## src/rtl/bcd_display_unit.sv

```systemverilog
// Captures a selected operand, converts it to BCD one bit per clock (shift-add-3) and drives seven-segment digits plus a sign slice.
// Optional leading-zero blanking with a floating minus sign is enabled by defining BCD_DISPLAY_LZB_EN.
module bcd_display_unit #(
    parameter int WIDTH          = 16,
    parameter int DIGITS         = 5,
    parameter bit SEG_ACTIVE_LOW = 1'b1
) (
    input  logic                      CLK,
    input  logic                      CLR,
    input  logic                      IUAU,
    input  logic [WIDTH-1:0]          In,
    input  logic [WIDTH-1:0]          Result,
    input  logic                      SIGNED,
    input  logic                      LoadOU,
    output logic                      BUSY,
    output logic                      DONE,
    output logic [7*(DIGITS+1)-1:0]   SEG
);

    localparam int CW = (WIDTH > 1) ? $clog2(WIDTH) : 1;
    localparam logic [6:0] G_MINUS = 7'b1111110;
    localparam logic [6:0] G_BLANK = 7'b1111111;

    typedef enum logic [1:0] {
        ST_IDLE,
        ST_CONV,
        ST_UPDATE
    } state_t;

    state_t                 state_q;
    state_t                 state_d;
    logic [WIDTH-1:0]       shift_q;
    logic [4*DIGITS-1:0]    bcd_q;
    logic                   neg_q;
    logic [CW-1:0]          cnt_q;
    logic [4*DIGITS-1:0]    disp_q;
    logic                   sign_q;
    logic                   busy_q;
    logic                   done_q;

    logic [WIDTH-1:0]       src;
    logic                   neg;
    logic [WIDTH-1:0]       mag;
    logic [4*DIGITS-1:0]    bcd_adj;
    logic [4*DIGITS-1:0]    bcd_nxt;
    logic [WIDTH-1:0]       shift_nxt;

    logic [DIGITS-1:0]      shown;
    logic [DIGITS-1:0]      lower_shown;
    logic                   any_nz;
    logic [7*(DIGITS+1)-1:0] seg_al;

    function automatic logic [6:0] glyph(input logic [3:0] d);
        case (d)
            4'd0:    glyph = 7'b0000001;
            4'd1:    glyph = 7'b1001111;
            4'd2:    glyph = 7'b0010010;
            4'd3:    glyph = 7'b0000110;
            4'd4:    glyph = 7'b1001100;
            4'd5:    glyph = 7'b0100100;
            4'd6:    glyph = 7'b0100000;
            4'd7:    glyph = 7'b0001111;
            4'd8:    glyph = 7'b0000000;
            4'd9:    glyph = 7'b0000100;
            default: glyph = 7'b1111111;
        endcase
    endfunction

    assign src = IUAU ? Result : In;
    assign neg = SIGNED & src[WIDTH-1];
    // The most negative value negates to itself, which is the correct unsigned magnitude.
    assign mag = neg ? ((~src) + WIDTH'(1)) : src;

    always_comb begin
        bcd_adj = bcd_q;
        for (int k = 0; k < DIGITS; k++) begin
            if (bcd_q[4*k +: 4] >= 4'd5) begin
                bcd_adj[4*k +: 4] = bcd_q[4*k +: 4] + 4'd3;
            end
        end
    end

    assign bcd_nxt   = {bcd_adj[4*DIGITS-2:0], shift_q[WIDTH-1]};
    assign shift_nxt = {shift_q[WIDTH-2:0], 1'b0};

    always_ff @(posedge CLK or posedge CLR) begin
        if (CLR) begin
            state_q <= ST_IDLE;
        end else begin
            state_q <= state_d;
        end
    end

    always_comb begin
        state_d = state_q;
        case (state_q)
            ST_IDLE:   if (LoadOU) state_d = ST_CONV;
            ST_CONV:   if (cnt_q == '0) state_d = ST_UPDATE;
            ST_UPDATE: state_d = ST_IDLE;
            default:   state_d = ST_IDLE;
        endcase
    end

    // Handshake outputs are registered, so they trail the state by one edge.
    always_ff @(posedge CLK or posedge CLR) begin
        if (CLR) begin
            shift_q <= '0;
            bcd_q   <= '0;
            neg_q   <= 1'b0;
            cnt_q   <= '0;
            disp_q  <= '0;
            sign_q  <= 1'b0;
            busy_q  <= 1'b0;
            done_q  <= 1'b0;
        end else begin
            busy_q <= (state_q == ST_CONV);
            done_q <= (state_q == ST_UPDATE);
            case (state_q)
                ST_IDLE: begin
                    if (LoadOU) begin
                        shift_q <= mag;
                        bcd_q   <= '0;
                        neg_q   <= neg;
                        cnt_q   <= CW'(WIDTH - 1);
                    end
                end
                ST_CONV: begin
                    shift_q <= shift_nxt;
                    bcd_q   <= bcd_nxt;
                    cnt_q   <= cnt_q - CW'(1);
                end
                ST_UPDATE: begin
                    disp_q <= bcd_q;
                    sign_q <= neg_q;
                end
                default: ;
            endcase
        end
    end

    assign BUSY = busy_q;
    assign DONE = done_q;

`ifdef BCD_DISPLAY_LZB_EN
    always_comb begin
        any_nz = 1'b0;
        shown  = '0;
        for (int k = DIGITS - 1; k >= 0; k--) begin
            any_nz   = any_nz | (disp_q[4*k +: 4] != 4'd0);
            shown[k] = any_nz | (k == 0);
        end
    end
`else
    always_comb begin
        any_nz = 1'b0;
        shown  = '1;
    end
`endif

    // Minus sits in the first blank slice directly above the top shown digit.
    assign lower_shown = {shown[DIGITS-2:0], 1'b0};

    always_comb begin
        seg_al = '0;
        for (int k = 0; k < DIGITS; k++) begin
            if (shown[k]) begin
                seg_al[7*k +: 7] = glyph(disp_q[4*k +: 4]);
            end else if (sign_q && lower_shown[k]) begin
                seg_al[7*k +: 7] = G_MINUS;
            end else begin
                seg_al[7*k +: 7] = G_BLANK;
            end
        end
        seg_al[7*DIGITS +: 7] = (sign_q && shown[DIGITS-1]) ? G_MINUS : G_BLANK;
    end

    assign SEG = SEG_ACTIVE_LOW ? seg_al : ~seg_al;

endmodule

```

## config.mk

```make
export PLATFORM = sky130hd
export DESIGN_NAME = bcd_display_unit
export DESIGN_NICKNAME = d
export VERILOG_FILES = /design/src/rtl/bcd_display_unit.sv
export SDC_FILE = /design/constraint.sdc
export NUM_CORES = 1
export LEC_CHECK = 0
export BUFFER_PORTS_ARGS = -buffer_cell sky130_fd_sc_hd__buf_4
export CAP_MARGIN = 20
export CORE_ASPECT_RATIO = 0.5
export CORE_MARGIN = 3
export CORE_UTILIZATION = 50
export DETAILED_ROUTE_END_ITERATION = 7
export PLACE_DENSITY = 0.83
export SLEW_MARGIN = 20
export SYNTH_ARGS = -nofsm -noshare
export SYNTH_HDL_FRONTEND = slang
export SYNTH_SLANG_ARGS = --single-unit
```

## constraint.sdc

```tcl
create_clock -name CLK -period 2.7 [get_ports CLK]
set_input_delay 0.27 -clock CLK [delete_from_list [all_inputs] [get_ports CLK]]
set_output_delay 0.27 -clock CLK [all_outputs]
set_load 0.05 [all_outputs]
```

======== After elaboration in Yosys (flattened, before gate mapping) ========
Memories as Yosys holds them, arrays and structs flattened.
Cells that the tools add are included.
cells by class
  add/subtract/negate cells ............... 7
  multiply operators ...................... 0
  div/mod/pow operators ................... 0
  order comparisons ....................... 5
  eq/ne operators ......................... 4
  shifts and indexed selects .............. 0
  mux-type cells .......................... 17
  bitwise gates (word level) .............. 2
  reduce and logical (&&, ||, !) cells .... 6
operators with widths
  kind                     count
  $mux W16                 3
  $pmux W20 S2             1
  $pmux W16 S2             1
  $ge A4 B3 Y1 const B     5
  $mux W20                 1
  $mux W4                  5
  $add A16 B1 Y16 const B  1
  $add A4 B2 Y4 const B    4
  $not A16 Y16             1
  $pmux W4 S2              1
  $reduce_and A2 Y1        3
  $logic_not A4 Y1         1
  $mux W2                  2
  $ne A2 B2 Y1 const B     2
  $pmux W2 S2              1
  $sub A4 B1 Y4 const B    1
  $add A3 B2 Y3 const B    1
  $mux W3                  1
  $eq A2 B1 Y1 const B     1
  $eq A2 B2 Y1 const B     1
  $logic_not A2 Y1         1
  $reduce_bool A2 Y1       1
  $and A1 B1 Y1            1
  $mux W1                  1
storage, ports and cells
  register bits after elaboration ......... 66
  latch bits .............................. 0
  bits in writable memories ............... 0
  bits in read-only memories .............. 560
  input port bits ......................... 37
  memories kept ........................... 5
memories
  memory            words  bits a word  rd ports  clocked after Yosys merged registers in  write ports  RTL line  RTL
  (name not given)  16     7            1         0                                        0            54        case (d)
  (name not given)  16     7            1         0                                        0            54
  (name not given)  16     7            1         0                                        0            54
  (name not given)  16     7            1         0                                        0            54
  (name not given)  16     7            1         0                                        0            54

======== Longest topological paths before layout ========
  depth after elaboration ................. 6
  mapped depth ............................ 10

======== Worst setup path before layout ========
No wires, ideal clock.
  path type ............................... register to output
  start ................................... reg disp_q[17]
  end ..................................... out SEG[30]
  arrival ................................. 1.891 ns
  required time ........................... 2.430 ns
  slack ................................... 0.539 ns
  cell stages (with the launch flop) ...... 6
  cell sequence ........................... dfrtp_1 inv_1 ha_1 nand2_1 o21ai_0 o21ai_0
between the ends
  longest elaborated chain between the ends .. 1
ends and longest elaborated chain
  item                      RTL line  RTL
  start: declaration        36        logic [4*DIGITS-1:0] disp_q;
  start signal: assignment  133       disp_q <= bcd_q;
  $mem_v2 Z16 W7            --
  end: declaration          17        output logic [7*(DIGITS+1)-1:0] SEG
Every way passes these cells.

======== Worst setup path after layout ========
  start ................................... reg disp_q[5]
  end ..................................... out SEG[13]
The elaborated chain is that of the path after synthesis.

==> impl_metrics.yaml <==
logic_synthesis:
  synth_edf_count: 0
  yosysSeqAreaShare_pct: 36.03
  ys_async_sr_fraction_pct: 100.0
  syn_area_mm2: 0.004584
  ys_types: 49
  ys.warnings.count: 0
  yosys_register_bits: 66
  synth.avg_cell_area_um2: 8.699
  synth_cells: 527
  synth_ff_type: "dfrtp_1"
clocking:
  cts_tree: "done"
  clkTransAtPathRegs_ns: 0.05
  cts_resized: 0
  cts_buffers: 9
  postCtsHoldBufs: 0
  root_buffer: "clkbuf_16"
  cts_max_level: 3
  cts_setup_buffers: 0
  cts_sinks: 66
  clk_latency_ns: 0.33
  clockBufferDepth: 2
global_route:
  use_met1_pct: 24.40
  grt_max_degree: 67
  antenna_found_initial: 0
  grtUsageTotal_pct: 19.76
  grt_pass1_wl_mm: 16.91
  met2_usage_pct: 34.53
  use_met3_pct: 4.356
  grt.busiest_layer: "met2"
  first_global_vias: 3762
  overflow: 0
layout:
  n_antenna_cell: 0
  fill_cells: 679
  drive_gt1_share_pct: 20.57
  final_common_cell: "buf_4"
  final_cells: 705
  fin_area_mm2: 0.005517
  final_cell_mix: "buf_4, dfrtp_1, a21oi_1"
  nets: 662
  area_growth_pct: 20.33
pwr:
  power_density_mw_per_mm2: 1330
  switching_share_pct: 49.07
  switchingPower_uw: 3599
  total_power_uw: 7335
  p_leak_uw: 0.002661
  p_int_uw: 3736
  sequentialPowerShare_pct: 24.4
  clock_power_share_pct: 18.7
  power_frac_comb_pct: 56.9
  peakVddDrop_mv: 0.7869
place:
  globalplace.congestion: 0.8116
  numPortBuffers: 74
  place_area_mm2: 0.005164
  post-place-cells: 689
  place_worst_setup_slack_ns: 0.5786
  place_hpwl_mm: 7.039
hold_path:
  hp-class: "in -> async"
worst_setup_path:
  crit_buf_inv: 2
  path_delay_family: "flip-flops"
  regToRegSetupSlack_ns: 0.55
  r2r_end: "shift_q[7]"
  cp_data_arrival_time_ns: 1.95
  cp_cell_sequence: "inv_1 -> ha_1 -> or2_2 -> a21oi_1 -> nor2_1 -> buf_4"
  rr_worst_depth: 6
  r2r_start: "state_q[1]"
  worstSetupStartpointType: "register"
  path_max_fanout: 6
  critPathSlowestCell: "dfrtp_1"
  critPathKind: "reg -> out"
  critPathRequiredTime_ns: 2.43
  cpPeakStageDelay_ns: 0.45
  end_kind: "primary output"
die:
  dieArea_mm2: 0.01042
  fp.dieW_um: 141.4
  start_util_pct: 54.37
  die_h_um: 73.71
  design.core.area_mm2: 0.008432
  rows: 23
  io_pins: 81
sta:
  final_hold_viol_count: 0
  setup_violations: 0
  min_period_over_period_pct: 82.32
  period_needed_ns: 2.223
  worst_pin_slew_ns: 0.8136
  maxSlewHeadroom_pct: 45.76
  max_freq_mhz: 449.9
  drv_slew: 0
  rsz0062_at_grt: "false"
  finalWorstSetupSlack_ns: 0.4774
  fin_setup_tns_ns: 0
  clock_skew_ns: 0.003463
route:
  drcViolationCount: 0
  drt_iter0_drc: 241
  avgViaCountPerCell: 5.535
  postRouteAntennaNets: 0
  vias: 3902
  firstDrtPassIters: 5
  avgRoutedWirePerCell_um: 14.30
  drt-total-wl_mm: 10.08
status:
  status: "finished, final reports clean"
flow_run:
  maxCapViolCount: 0
Yosys cell counts (6+ instances only):
library cell	n	area [um^2]
dfrtp_1	66	1652
a21oi_1	58	290.3
nor2_1	50	187.7
nand2_1	40	150.1
o21ai_0	38	190.2
ha_1	37	462.9
inv_1	31	116.4
clkbuf_1	20	75.07
nand2b_1	17	106.4
mux2i_1	16	160.2
mux2_2	13	146.4
xor2_1	13	113.9
a31oi_1	11	68.82
o22ai_1	9	56.30
and3_1	8	50.05
o21ai_1	8	40.04
a22oi_1	7	52.55
buf_4	7	52.55
nor3b_1	6	45.04
o31ai_1	6	45.04
xnor2_1	6	52.55
worst max path at each step:
stage,endpoint,from,cells past startpoint,slack [ns]
detailed placement,shift_q[7],state_q[1],6,0.58
floorplan,SEG[30],disp_q[17],5,0.54
CTS,SEG[13],disp_q[5],6,0.48
global placement,shift_q[8],state_q[1],6,0.65
global route,shift_q[7],state_q[1],6,0.32
finish,SEG[13],disp_q[5],6,0.48
flip-flops by register name, summed over array words and instances (netlist names):
register and cells:
BUSY 1, DONE 1, bcd_q 20, cnt_q 4, disp_q 20, neg_q 1, shift_q 16, sign_q 1
state_q 2
power by group through the flow:
stage	logic (uW)	registers, uW	clock network, uW
finish	4180	1790	1370
CTS	4200	1780	1380
floorplan	3190	1640	0
global placement	4020	1770	0
global route	4530	1850	1430
detailed placement	4140	1790	0
metrics by stage:
stage	util, %	hold slack (ns)
2_1_floorplan	-	0.4403
3_3_place_gp	61.24	0.4604
3_5_place_dp	61.24	0.4761
4_1_cts	65.43	0.2158
5_1_grt	65.43	0.2455
6_report	65.43	0.1764
worst register-to-register path, stage by stage, from the launching register on:
cell	delay, ns
dfrtp_1	0.37
nand2b_1	0.45
clkinv_1	0.13
buf_4	0.24
nor2_1	0.62
a22oi_1	0.14
o21ai_1	0.13
metal layers:
| layer | share of wire, % | up-vias | wire (um) |
|---|---|---|---|
| met3 | 4.3 | 16 | 431 |
| met5 | 0 | - | 0 |
| met4 | 1.4 | 0 | 146 |
| li1 | - | 1956 | - |
| met1 | 47 | 1831 | 4751 |
| met2 | 47 | 99 | 4754 |
logic make-up after synthesis:
| logic type | Yosys count | share of synthesized area, % |
|---|---|---|
| adders and majority gates | 37 | 10.10 |
| other | 1 | 0.08180 |
| and+or+nand+nor | 154 | 16.49 |
| DFF | 66 | 36.03 |
| buffers and inverters | 66 | 6.386 |
| AOI/OAI and AO/OA | 155 | 20.61 |
| xor gates and xnor gates | 19 | 3.630 |
| muxes | 29 | 6.687 |
cell type report:
class                           instances  area [um^2]  share of cell area (%)
Tap cell                              112        140.1                   2.540
Clock inverter                          5        100.1                   1.814
Clock buffer                           11        252.7                   4.582
Timing Repair Buffer                   79        593.1                   10.75
Multi-Input combinational cell        400         2659                   48.20
Inverter                               32        120.1                   2.177
Sequential cell                        66         1652                   29.94
Note: power is estimated with default switching activity, not from simulation.
